<file path="src/rtl/mem_access_unit_pkg.sv">
// Shared types and constants for the memory access unit.
package mem_access_unit_pkg;

  typedef enum logic [2:0] {
    StIdle,
    StRd,
    StWait,
    StWr,
    StResp
  } state_e;

  // Access size encodings carried on req_size.
  localparam logic [1:0] SZ_B = 2'd0;
  localparam logic [1:0] SZ_H = 2'd1;
  localparam logic [1:0] SZ_W = 2'd2;
  localparam logic [1:0] SZ_D = 2'd3;

  // Default number of WAIT cycles before a load is abandoned.
  localparam int unsigned TIMEOUT_DEFAULT = 255;

  // An access is misaligned when its offset is not a multiple of its size.
  function automatic logic is_misaligned(input logic [2:0] off, input logic [1:0] size);
    logic mis;
    unique case (size)
      SZ_B:    mis = 1'b0;
      SZ_H:    mis = off[0];
      SZ_W:    mis = |off[1:0];
      default: mis = |off;
    endcase
    return mis;
  endfunction

endpackage

</file>
<file path="src/rtl/mem_lane_align.sv">
// Byte-lane steering: store mask/data placement and load extraction/extension.
module mem_lane_align
  import mem_access_unit_pkg::*;
(
  input  logic [1:0]  st_size,
  input  logic [2:0]  st_off,
  input  logic [63:0] st_wdata,
  output logic [7:0]  st_mask,
  output logic [63:0] st_data,
  input  logic [1:0]  ld_size,
  input  logic [2:0]  ld_off,
  input  logic        ld_unsigned,
  input  logic [63:0] ld_rdata,
  output logic [63:0] ld_data
);

  logic [7:0]  base_mask;
  logic [63:0] ld_shifted;

  // Store side: enable nbytes lanes starting at the offset and move data there.
  always_comb begin
    base_mask = 8'h00;
    unique case (st_size)
      SZ_B:    base_mask = 8'h01;
      SZ_H:    base_mask = 8'h03;
      SZ_W:    base_mask = 8'h0F;
      default: base_mask = 8'hFF;
    endcase
    st_mask = base_mask << st_off;
    st_data = st_wdata << {st_off, 3'b000};
  end

  // Load side: right-align the addressed bytes, then zero- or sign-extend.
  always_comb begin
    ld_shifted = ld_rdata >> {ld_off, 3'b000};
    ld_data    = 64'h0;
    unique case (ld_size)
      SZ_B: ld_data = ld_unsigned ? {56'h0, ld_shifted[7:0]}
                                  : {{56{ld_shifted[7]}}, ld_shifted[7:0]};
      SZ_H: ld_data = ld_unsigned ? {48'h0, ld_shifted[15:0]}
                                  : {{48{ld_shifted[15]}}, ld_shifted[15:0]};
      SZ_W: ld_data = ld_unsigned ? {32'h0, ld_shifted[31:0]}
                                  : {{32{ld_shifted[31]}}, ld_shifted[31:0]};
      default: ld_data = ld_shifted;
    endcase
  end

endmodule

</file>
<file path="src/rtl/mem_access_unit.sv">
// Single-outstanding load/store unit between a CPU port and a 64-bit memory.
module mem_access_unit
  import mem_access_unit_pkg::*;
#(
  parameter int unsigned TIMEOUT = TIMEOUT_DEFAULT
) (
  input  logic        clock,
  input  logic        reset,
  input  logic        req_valid,
  output logic        req_ready,
  input  logic        req_wen,
  input  logic [31:0] req_addr,
  input  logic [1:0]  req_size,
  input  logic        req_unsigned,
  input  logic [63:0] req_wdata,
  output logic        resp_valid,
  output logic [63:0] resp_rdata,
  output logic        resp_err,
  output logic        mem_ren,
  output logic [31:0] mem_addr,
  input  logic [63:0] mem_rData,
  input  logic        mem_rvalid,
  input  logic        mem_hit,
  output logic        mem_wen,
  output logic [63:0] mem_wData,
  output logic [7:0]  mem_wMask
);

  state_e      state_q, state_d;
  logic [31:0] addr_q, addr_d;
  logic [1:0]  size_q, size_d;
  logic        unsigned_q, unsigned_d;
  logic [7:0]  wmask_q, wmask_d;
  logic [63:0] wdata_q, wdata_d;
  logic [63:0] rdata_q, rdata_d;
  logic        err_q, err_d;
  logic [31:0] wait_cnt_q, wait_cnt_d;

  logic [7:0]  st_mask;
  logic [63:0] st_data;
  logic [63:0] ld_data;

  // Store lanes come from the live request so they can be captured at acceptance;
  // load extraction uses the latched request.
  mem_lane_align u_lane_align (
    .st_size     (req_size),
    .st_off      (req_addr[2:0]),
    .st_wdata    (req_wdata),
    .st_mask     (st_mask),
    .st_data     (st_data),
    .ld_size     (size_q),
    .ld_off      (addr_q[2:0]),
    .ld_unsigned (unsigned_q),
    .ld_rdata    (mem_rData),
    .ld_data     (ld_data)
  );

  // Next-state logic: request acceptance, WAIT timeout and response capture.
  always_comb begin
    state_d    = state_q;
    addr_d     = addr_q;
    size_d     = size_q;
    unsigned_d = unsigned_q;
    wmask_d    = wmask_q;
    wdata_d    = wdata_q;
    rdata_d    = rdata_q;
    err_d      = err_q;
    wait_cnt_d = wait_cnt_q;
    unique case (state_q)
      StIdle: begin
        if (req_valid) begin
          addr_d     = req_addr;
          size_d     = req_size;
          unsigned_d = req_unsigned;
          wmask_d    = st_mask;
          wdata_d    = st_data;
          rdata_d    = 64'h0;
          err_d      = 1'b0;
          wait_cnt_d = 32'd0;
          if (is_misaligned(req_addr[2:0], req_size)) begin
            state_d = StResp;
            err_d   = 1'b1;
          end else if (req_wen) begin
            state_d = StWr;
          end else begin
            state_d = StRd;
          end
        end
      end
      StRd: begin
        state_d    = StWait;
        wait_cnt_d = 32'd0;
      end
      StWait: begin
        if (mem_rvalid) begin
          state_d = StResp;
          err_d   = !mem_hit;
          rdata_d = mem_hit ? ld_data : 64'h0;
        end else if (wait_cnt_q + 32'd1 >= TIMEOUT) begin
          state_d = StResp;
          err_d   = 1'b1;
          rdata_d = 64'h0;
        end else begin
          wait_cnt_d = wait_cnt_q + 32'd1;
        end
      end
      StWr: begin
        state_d = StResp;
        err_d   = 1'b0;
      end
      StResp: begin
        state_d = StIdle;
      end
      default: begin
        state_d = StIdle;
      end
    endcase
  end

  // State registers; synchronous reset wins over any request in the same cycle.
  always_ff @(posedge clock) begin
    if (reset) begin
      state_q    <= StIdle;
      addr_q     <= 32'h0;
      size_q     <= SZ_B;
      unsigned_q <= 1'b0;
      wmask_q    <= 8'h0;
      wdata_q    <= 64'h0;
      rdata_q    <= 64'h0;
      err_q      <= 1'b0;
      wait_cnt_q <= 32'd0;
    end else begin
      state_q    <= state_d;
      addr_q     <= addr_d;
      size_q     <= size_d;
      unsigned_q <= unsigned_d;
      wmask_q    <= wmask_d;
      wdata_q    <= wdata_d;
      rdata_q    <= rdata_d;
      err_q      <= err_d;
      wait_cnt_q <= wait_cnt_d;
    end
  end

  // Outputs decode directly from registered state and latched fields.
  always_comb begin
    req_ready  = (state_q == StIdle);
    resp_valid = (state_q == StResp);
    resp_rdata = resp_valid ? rdata_q : 64'h0;
    resp_err   = resp_valid ? err_q : 1'b0;
    mem_ren    = (state_q == StRd);
    mem_wen    = (state_q == StWr);
    mem_addr   = {addr_q[31:3], 3'b000};
    mem_wData  = wdata_q;
    mem_wMask  = wmask_q;
  end

endmodule

</file>
<file path="config.mk">
export PLATFORM = sky130hd
export DESIGN_NAME = mem_access_unit
export DESIGN_NICKNAME = d
export VERILOG_FILES = /design/src/rtl/mem_access_unit_pkg.sv /design/src/rtl/mem_lane_align.sv /design/src/rtl/mem_access_unit.sv
export SDC_FILE = /design/constraint.sdc
export NUM_CORES = 1
export LEC_CHECK = 0
export CORE_UTILIZATION = 53
export DETAILED_ROUTE_END_ITERATION = 8
export PLACE_DENSITY = 0.87
export SLEW_MARGIN = 20
export SYNTH_ARGS = -nofsm -noshare
export SYNTH_HDL_FRONTEND = slang
export SYNTH_SLANG_ARGS = --single-unit
</file>
<file path="constraint.sdc">
create_clock -name clock -period 6.3 [get_ports clock]
set_input_delay 0.945 -clock clock [delete_from_list [all_inputs] [get_ports clock]]
set_output_delay 0.945 -clock clock [all_outputs]
set_load 0.05 [all_outputs]
</file>
==> run summary <==
For this design the top-level I/O count stands at roughly 340. Of the synthesized area, sequential elements account for roughly a third. The count of state elements after synthesis came out at between 200 and 250. The power density normalized to cell area is between 200 and 250 nW/um^2. After synthesis, the cell types taking the most area are sky130_fd_sc_hd__dfxtp_1 (33%), sky130_fd_sc_hd__o32ai_2 (6.7%), sky130_fd_sc_hd__mux2i_1 (6.0%).

In this run the worst hold path is classified as register to register. In this run the critical register-to-register path is launched from addr_q[2]. The initial DRC count is roughly 1100. The power after layout is approximately 0.0037 W.

For this configuration, the core starts out at a cell density of a little over half. The maximum number of buffers from clock root to sink is 3. In this run the standard cell core region covers 22800 sq um. The endpoint class of the critical path is a register. The yosys synthesis warning count is 0. The clock tree root driver cell is sky130_fd_sc_hd__clkbuf_16. Among all flip-flop cells after synthesis, the most frequent one is sky130_fd_sc_hd__dfxtp_1. The number of nets in the layout came out at between 1500 and 2000.

The top cell types in the final layout, fill and taps aside, are sky130_fd_sc_hd__clkdlybuf4s50_1 (334), sky130_fd_sc_hd__dfxtp_1 (204), sky130_fd_sc_hd__nor2_1 (148), sky130_fd_sc_hd__a21oi_1 (143), sky130_fd_sc_hd__nand2_1 (108). The clock-pin transition on the worst setup and hold timing paths came out at roughly 0.06 ns. The count of final max-slew check failures came out at 0. The combined global-route utilization of all metal layers came out at around a third. The number of cells on the worst reg-to-reg path is 8. Setup repair after global routing left no endpoint under its margin. The final number of hold-violating endpoints came out at 0. The cell type with the highest aggregate area in the netlist is sky130_fd_sc_hd__dfxtp_1. The worst-margin pin slew is around 1.1 ns. The worst setup timing slack at the placement stage came out at a little over 2 ns. The total grt overflow came out at 0.

The post-detailed-routing wire length is between 40000 and 50000 microns. The max-cap violation count is 0. The relative slew slack came out at roughly a quarter. The worst path setup slack after routing is 2.41 ns.

The DRC violations left came out at 0. CTS built an H-tree with a depth of 1. The most critical setup path has its startpoint at mem_rData[63]. The slack of the worst reg-to-reg path is 2.68 ns. The shortest clock period the worst path allows after layout came out at 3.89 ns. The post-cts gate resize count came out at 0.

Counting flops with an async set or reset pin after synthesis yields a share of 0%. The synthesized cell area came out at roughly 12000 sq um. The post-route worst hold slack is roughly 0.45 ns. The number of filler instances in the final layout is 1786. Counting the buffers created by CTS gives 23. The die height came out at between 150 and 200 microns.

The vias after detailed routing is 12368. CTS saw 207 sinks. Summed over all nets, the half-perimeter wirelength after detailed placement is a little under 30000 microns. The via count of the first global-routing pass is around 12000. The maximum VDD drop is between 0.2 and 0.25 mV. Data on the critical path is required at its endpoint by around 6.7 ns.

The buffer count from post-CTS setup fixing came out at 0. The floorplan row count is 55. The worst-skew pair later-pin latency is between 0.5 and 0.6 ns. The post-route netlist has 10.8% of its cells at a drive strength greater than 1. Port buffering added ~340 buffers. The wire length of the first global-routing pass came out at 63200 microns. The number of enable-type register cells in the synthesized netlist is 0. The number of distinct library cell variants in the gate-level netlist after synthesis came out at 67. The per-cell routed wire length is a little over 20 microns. TritonCTS built the clock tree. Between clock sinks in the finished design, the worst skew comes to 0.0109 ns. Synthesis produced a netlist whose cell count is 1473. The layout overhead on the synthesized area is 31.0%. Measured along the x axis, the die boundary spans 155 microns. The post-route setup TNS came out at 0 ns. Before antenna repair, the detailed router went through 6 iterations. The floorplan die area came out at 24100 sq um.

The mean post-synth cell area came out at 8.44 sq um. The worst-path maximum fanout came out at 20. The worst hold path terminates at addr_q[3]. The arrival time of the worst setup path came out at between 4 and 5 ns.

By startpoint and endpoint, the worst setup path is classified as input pin to register. Dividing the detail-routed via count by the number of cells gives approximately 6.1. The share of the synthesized area in the top cell type is between 30% and 40%.

The most common cell after layout, fill and taps aside is sky130_fd_sc_hd__clkdlybuf4s50_1. The detail route stage leaves a number of antenna-violating nets equal to 0. The final-report setup violation count is 0. Based on the critical path, the design can be clocked at up to about 260 MHz.

The run finished with clean final reports. In this run the critical register-to-register path is captured at rdata_q[59]. The worst hold path begins at addr_q[3]. The number of hold buffers added after cts is 0. The last weighted congestion value of the routability-driven placer came out at between 0.9 and 1. The number of antenna violations at the first check in global routing came out at 3. Entering global routing, the biggest net connects 100 pins. The worst setup path is launched from an input pin. The analysis attributes to cell leakage a power of between 6 and 7 nW. The final clock period utilization by the worst path came out at 61.7%. The worst hold path cell count is 2.
[worst max-delay path, stage by stage]
cell and delay [ns]:
sky130_fd_sc_hd__clkdlybuf4s50_1 0.53, sky130_fd_sc_hd__mux2i_1 0.17, sky130_fd_sc_hd__mux4_2 0.55, sky130_fd_sc_hd__nor2b_1 0.19
sky130_fd_sc_hd__a2111oi_4 1.03, sky130_fd_sc_hd__o21ai_4 0.36, sky130_fd_sc_hd__buf_4 0.35, sky130_fd_sc_hd__o32ai_2 0.16
[flip-flops by register name, indices dropped and copies added, names as in the netlist]
| signal | count |
|---|---|
| state_q | 3 |
| rdata_q | 64 |
| size_q | 2 |
| err_q | 1 |
| unsigned_q | 1 |
| mem_wData | 64 |
| mem_wMask | 8 |
| wait_cnt_q | 32 |
| addr_q | 32 |
[kinds of logic (layout without fill, tap and decap cells)]
group / count (synthesis) / in the layout / synth area share [%]
compound gates: 389 / 389 / 24.1
fa+ha+maj: 2 / 2 / 0.201
mux: 127 / 127 / 13.2
flops: 207 / 207 / 33.3
xor+xnor: 8 / 8 / 0.564
other cells: 1 / 5 / 0.0302
buf+inv: 239 / 462 / 8.66
simple gates: 500 / 500 / 20.0
[metrics by stage]
step           util, %  cells  cell area (sq um)
3_3_place_gp      68.0   1971              15500
2_1_floorplan        -   1475              12400
3_5_place_dp      68.1   1972              15600
6_report          71.3   2013              16300
4_1_cts           71.2   2011              16300
5_1_grt           71.3   2013              16300
[Yosys cell counts (all sizes together) (7+ instances only)]
cell	count
nand2	109
or2	9
nor3	26
a22oi	25
mux2	26
nor2b	26
inv	69
a211oi	49
nor4	15
o221ai	8
and3	74
nand2b	12
a222oi	8
nand3	16
o32ai	56
o21ai	49
buf	62
dfxtp	207
or3	8
mux4	27
a21oi	143
nor2	149
clkbuf	108
and2	30
o22ai	7
nand4	12
mux2i	74
[worst max path at each step]
stage	endpoint	depth (start not counted)
floorplan	mem_wData[37]	7
global placement	rdata_q[63]	8
detailed placement	rdata_q[59]	8
CTS	rdata_q[59]	8
global route	rdata_q[60]	8
finish	rdata_q[59]	8
[report_power, final]
group          internal [W]  total, W  switching (W)
combinational      0.000381   0.00102       0.000642
sequential          0.00137   0.00142      0.0000535
clock              0.000749   0.00128       0.000535
[metal layers]
metal | track usage [%] | part of all wire (%) | vias up | routed length [microns]
met5 | 0 | 0.032 | - | 13
li1 | - | - | 5734 | -
met1 | 39.4 | 38 | 5807 | 15600
met3 | 9.61 | 10 | 167 | 4280
met4 | 17.5 | 5.6 | 2 | 2320
met2 | 53.6 | 46 | 658 | 19000
[area by class of cell]
| type | instances | area (sq um) | area share [%] |
|---|---|---|---|
| diodes | 2 | 5.00 | 0.0307 |
| flip-flops and latches | 207 | 4150 | 25.5 |
| inverters | 69 | 259 | 1.59 |
| clock inverters | 4 | 22.5 | 0.138 |
| multi-input cells | 1029 | 7260 | 44.6 |
| repair buffers | 354 | 3510 | 21.5 |
| well taps | 313 | 392 | 2.40 |
| clock buffers | 35 | 691 | 4.24 |
Power figures use the tool's default switching activity.
